[config.mk]
export PLATFORM = sky130hd
export DESIGN_NAME = rst_seq_gen
export DESIGN_NICKNAME = d
export VERILOG_FILES = /design/src/rtl/rst_seq_gen.sv
export SDC_FILE = /design/constraint.sdc
export NUM_CORES = 1
export LEC_CHECK = 0
export ABC_CLOCK_PERIOD_IN_PS = 3400
export CORE_MARGIN = 2
export CORE_UTILIZATION = 62
export DETAILED_ROUTE_END_ITERATION = 7
export PLACE_DENSITY_LB_ADDON = 0.05
export SYNTH_ARGS = -nofsm -noshare
export SYNTH_HDL_FRONTEND = slang
export SYNTH_SLANG_ARGS = --single-unit
[constraint.sdc]
create_clock -name P_MCLK -period 3.4 [get_ports P_MCLK]
set_input_delay 0.68 -clock P_MCLK [delete_from_list [all_inputs] [get_ports P_MCLK]]
set_output_delay 0.68 -clock P_MCLK [all_outputs]
set_load 0.01 [all_outputs]
[src/rtl/rst_seq_gen.sv]
// rst_seq_gen: staggered reset sequencer and clock-enable generator.
// Releases NCH active-low domain resets one after another after a hold time,
// optionally runs a second release pass, then raises a ready flag and a
// divided clock-enable tick.
//
// Ports:
//   P_MCLK      in   system clock, rising edge
//   P_RST       in   asynchronous active-high reset
//   P_DBL_MODE  in   double-pulse select, latched at the end of the first HOLD
//   P_SRST_REQ  in   synchronous soft-reset request, active high
//   P_RST_X     out  [NCH-1:0] active-low channel resets, bit 0 released first
//   P_READY     out  high once the sequence has completed
//   P_CKEN      out  one-cycle enable every DIV cycles while ready
//   P_STATE     out  [1:0] debug state: 0 HOLD, 1 STAGE, 2 PULSE, 3 DONE
module rst_seq_gen #(
    parameter int NCH   = 4,
    parameter int CNT_W = 8,
    parameter int HOLD  = 28,
    parameter int STEP  = 4,
    parameter int PULSE = 14,
    parameter int DIV   = 4
) (
    input  logic           P_MCLK,
    input  logic           P_RST,
    input  logic           P_DBL_MODE,
    input  logic           P_SRST_REQ,
    output logic [NCH-1:0] P_RST_X,
    output logic           P_READY,
    output logic           P_CKEN,
    output logic [1:0]     P_STATE
);

    localparam int IDX_W = (NCH > 1) ? $clog2(NCH) : 1;
    localparam int CMAX  = (1 << CNT_W) - 1;

    localparam logic [CNT_W-1:0] HOLD_M1  = CNT_W'(HOLD - 1);
    localparam logic [CNT_W-1:0] STEP_M1  = CNT_W'(STEP - 1);
    localparam logic [CNT_W-1:0] PULSE_M1 = CNT_W'(PULSE - 1);
    localparam logic [CNT_W-1:0] DIV_M1   = CNT_W'(DIV - 1);
    localparam logic [IDX_W-1:0] LAST_IDX = IDX_W'(NCH - 1);

    // Out-of-range parameters stop elaboration.
    if (NCH < 1 || NCH > 8) begin : g_bad_nch
        $error("rst_seq_gen: NCH must be 1..8");
    end
    if (HOLD < 1 || HOLD > CMAX) begin : g_bad_hold
        $error("rst_seq_gen: HOLD out of range");
    end
    if (STEP < 1 || STEP > CMAX) begin : g_bad_step
        $error("rst_seq_gen: STEP out of range");
    end
    if (PULSE < 1 || PULSE > CMAX) begin : g_bad_pulse
        $error("rst_seq_gen: PULSE out of range");
    end
    if (DIV < 2 || DIV > CMAX) begin : g_bad_div
        $error("rst_seq_gen: DIV out of range");
    end

    typedef enum logic [1:0] {
        S_HOLD  = 2'd0,
        S_STAGE = 2'd1,
        S_PULSE = 2'd2,
        S_DONE  = 2'd3
    } state_t;

    state_t           r_state;
    logic [CNT_W-1:0] r_cnt;
    logic [CNT_W-1:0] r_dcnt;
    logic [IDX_W-1:0] r_idx;
    logic             r_pass;
    logic             r_dbl;
    logic [NCH-1:0]   r_rst_x;
    logic             r_ready;
    logic             r_cken;

    state_t           w_state;
    logic [CNT_W-1:0] w_cnt;
    logic [CNT_W-1:0] w_dcnt;
    logic [IDX_W-1:0] w_idx;
    logic             w_pass;
    logic             w_dbl;
    logic [NCH-1:0]   w_rst_x;
    logic             w_ready;
    logic             w_cken;

    always_ff @(posedge P_MCLK or posedge P_RST) begin
        if (P_RST) begin
            r_state <= S_HOLD;
            r_cnt   <= '0;
            r_dcnt  <= '0;
            r_idx   <= '0;
            r_pass  <= 1'b0;
            r_dbl   <= 1'b0;
            r_rst_x <= '0;
            r_ready <= 1'b0;
            r_cken  <= 1'b0;
        end else begin
            r_state <= w_state;
            r_cnt   <= w_cnt;
            r_dcnt  <= w_dcnt;
            r_idx   <= w_idx;
            r_pass  <= w_pass;
            r_dbl   <= w_dbl;
            r_rst_x <= w_rst_x;
            r_ready <= w_ready;
            r_cken  <= w_cken;
        end
    end

    always_comb begin
        w_state = r_state;
        w_cnt   = r_cnt + CNT_W'(1);
        w_dcnt  = '0;
        w_idx   = r_idx;
        w_pass  = r_pass;
        w_dbl   = r_dbl;
        w_rst_x = r_rst_x;
        w_ready = 1'b0;
        w_cken  = 1'b0;

        unique case (r_state)
            S_HOLD: begin
                if (r_cnt == HOLD_M1) begin
                    w_state    = S_STAGE;
                    w_cnt      = '0;
                    w_rst_x[0] = 1'b1;
                    // Mode is sampled only on the first pass so the
                    // second pass cannot be cancelled midway.
                    if (!r_pass) begin
                        w_dbl = P_DBL_MODE;
                    end
                end
            end
            S_STAGE: begin
                if (r_cnt == STEP_M1) begin
                    w_cnt = '0;
                    if (r_idx == LAST_IDX) begin
                        if (r_dbl && !r_pass) begin
                            w_state = S_PULSE;
                        end else begin
                            w_state = S_DONE;
                            w_ready = 1'b1;
                        end
                    end else begin
                        w_idx = r_idx + IDX_W'(1);
                        for (int k = 0; k < NCH; k++) begin
                            if (k == int'(r_idx) + 1) begin
                                w_rst_x[k] = 1'b1;
                            end
                        end
                    end
                end
            end
            S_PULSE: begin
                if (r_cnt == PULSE_M1) begin
                    w_state = S_HOLD;
                    w_cnt   = '0;
                    w_idx   = '0;
                    w_pass  = 1'b1;
                    w_rst_x = '0;
                end
            end
            S_DONE: begin
                w_cnt   = r_cnt;
                w_ready = 1'b1;
                w_cken  = (r_dcnt == DIV_M1);
                w_dcnt  = (r_dcnt == DIV_M1) ? '0 : r_dcnt + CNT_W'(1);
            end
            default: begin
                w_state = S_HOLD;
            end
        endcase

        // Soft reset overrides every transition; dbl_r is left alone and
        // simply re-latched at the end of the new first HOLD.
        if (P_SRST_REQ) begin
            w_state = S_HOLD;
            w_cnt   = '0;
            w_dcnt  = '0;
            w_idx   = '0;
            w_pass  = 1'b0;
            w_rst_x = '0;
            w_ready = 1'b0;
            w_cken  = 1'b0;
        end
    end

    assign P_RST_X = r_rst_x;
    assign P_READY = r_ready;
    assign P_CKEN  = r_cken;
    assign P_STATE = r_state;

endmodule

==> results by group <==
Run status
  – Outcome: finished, final reports clean

Floorplan
  – Starting density of the core: 63.5%
  – Die X: 56.4 um
  – I/O pin count: 12
  – Die Span Y: 56.4 um
  – Row count: 19
  – Die ar.: 3190 sq um
  – Core ar.: 2690 sq um

Clock network
  – Reg clk slew, reported paths: 0.15 ns
  – Post_cts resized: 0
  – CTS Sinks: 28
  – Worst skew pair latency: 0.33 ns
  – Hold_buf cts: 0
  – Num CTS Buffers: 3
  – CTS max path bufs: 2
  – CTS tree: done
  – Clk root buf: clkbuf_4
  – H-tree Lvls: 1
  – Setup repair bufs after CTS: 0

Synth
  – Count of cell types in the netlist: 49
  – FF+latch count, synth: 28
  – Area of the mapped netlist: 1710 sq um
  – Sequential-to-total area share from yosys stat: 41.1%
  – Async S/R FF share, synth: 100%
  – Gate Count Post-Synth: 180
  – Number of warnings issued by yosys: 0
  – Post-synth EDFFs: 0
  – Synth Flop Type: dfrtp_1
  – Net count after synthesis: 196
  – Synth Area per Inst: 9.47 sq um

STA
  – Final TNS setup: 0 ns
  – Final WS setup: 1.06 ns
  – Max-slew headroom: 72.0%
  – RSZ-0062 raised after global routing: false
  – Fin. max-slew vios: 0
  – Final setup vio count: 0
  – Fmax achieved: 427 MHz
  – Final min period: 2.34 ns
  – Final hold vios: 0
  – Clk_skew: 0.0118 ns
  – Least-Margin Pin Slew: 0.418 ns
  – Final period utilization: 69.0%
  – WHS: 0.521 ns

Worst setup path
  – CP required: 3.63 ns
  – Critical path fanouts, max: 13
  – Crit path kind: in -> reg
  – Worst Setup Start Kind: primary input
  – Crit path arrival time: 2.58 ns
  – Crit end category: register

Power and ir drop
  – VDD IR-drop max: 0.000508 V
  – Post-layout power: 0.959 mW
  – Pint: 0.634 mW
  – Switching pwr: 0.325 mW
  – Share of total power in combinational logic: 37.5%
  – Leak: 0.844 nW
  – Switching portion of total power: 33.9%
  – PD cells: 512 nW/um^2
  – Clk pwr share: 16.6%
  – Sequential share of power: 45.8%

Placed design
  – Port buffer count: 11
  – Global placer's final weighted congestion: 0.864
  – Placed cells: 216
  – Pre-CTS WS: 0.699 ns
  – Final HPWL DP: 2300 um
  – Placed Area: 1830 sq um

Layout
  – FF/Latch Area: 701 sq um
  – Area of the multi-input gates: 921 sq um
  – Fin area: 1870 sq um
  – Share of layout cells above drive strength 1: 6.88%
  – Area Growth Syn to Fin: 9.68%
  – Commonest non-fill, non-tap cell in the layout: dfrtp_1
  – Fin cells: 220
  – Layout Utilization: 69.6%
  – Most frequent cells in the layout: dfrtp_1, nor2_1, nand2_1
  – Layout Nets: 206
  – Layout fillers: 199
  – Antenna cells: 0

Run
  – Max-Cap Viols: 0

Global route
  – First-pass GRT wire length: 5660 um
  – Vias in the first global route: 1305
  – Pin count of the biggest net entering global routing: 29
  – Gr usage total: 22.2%
  – Overflow after GRT: 0
  – Initial antenna violation count: 0

Drt
  – Vias/cell: 5.97
  – Routed via count: 1313
  – Initial DRT Pass Iterations: 4
  – DR iter-0 viols: 61
  – DRT Wirelength: 3170 um
  – Remaining DRCs: 0
  – Number of routed nets with antenna violations: 0
  – WL/cell: 14.4 um

Worst hold path
  – Path category of the worst min-delay check: reg -> reg
-- worst max-delay path, cell delays in order --
cell and delay [ns]:
clkdlybuf4s50_1 0.72, nor2b_1 0.12, a222oi_1 0.43, buf_4 0.20, o211ai_1 0.10, mux2_1 0.32
-- cell type report --
cell class / count / area share [%]
flip-flops and latches: 28 / 37.5
multi-input cells: 133 / 49.2
clock buffers: 4 / 1.94
repair buffers: 15 / 7.49
well taps: 31 / 2.07
inverters: 9 / 1.81
-- Yosys cell counts, drive strengths merged, types with 3 or more instances --
master   n  area share (%)
dfrtp   28              41
nand2   14             3.1
nor2    14             3.1
nand3   13             3.8
ha      12             8.8
inv      9             2.0
clkbuf   7             1.5
a21oi    5             1.5
mux2     5             3.3
o21ai    5             1.5
xor2     5             2.6
nand2b   4             1.5
nor2b    4             1.5
nor3     4             1.2
and2     3             1.1
and3     3             1.1
buf      3             1.4
o211ai   3             1.3
o31ai    3             1.3
or4      3             1.5
-- routing by layer --
metal / GRT usage, % / routed length (um) / vias up
met1: 31.2 / 1570 / 635
met4: 8.16 / 17 / 0
li1: - / - / 659
met3: 2.53 / 66 / 2
met2: 35.5 / 1510 / 17
met5: 0 / 0 / -
-- flip-flops by register name, indices dropped and copies added, names as in the netlist --
register,count
r_dbl,1
r_pass,1
P_READY,1
r_cnt,8
P_CKEN,1
r_idx,2
P_RST_X,4
r_dcnt,8
P_STATE,2
-- power by group through the flow --
stage,registers (mW),logic [mW],clock network [mW]
CTS,0.440,0.363,0.167
global placement,0.441,0.347,0
global route,0.451,0.403,0.175
finish,0.439,0.360,0.159
detailed placement,0.447,0.361,0
floorplan,0.444,0.235,0
-- cell families after synthesis --
kind of cell,count (synthesis),synth area share (%)
flops,28,41.1
fa+ha+maj,12,8.80
xor+xnor,6,3.08
compound gates,33,14.1
simple gates,75,23.6
mux,7,4.48
buf+inv,19,4.92
-- worst paths after layout --
path                       slack (ns)  depth (start not counted)        from          to
hold reg to reg                  0.52                          1  P_RST_X[1]  P_RST_X[1]
hold / removal                   0.52                          1  P_RST_X[1]  P_RST_X[1]
max in group asynchronous        2.45                          3       P_RST    r_cnt[3]
min in group asynchronous        0.69                          3       P_RST       r_dbl
setup / recovery                 1.06                          6  P_SRST_REQ  P_RST_X[1]
setup reg to reg                 1.16                          6    r_cnt[0]  P_RST_X[1]
No activity file was read; power rests on OpenSTA's default activity.
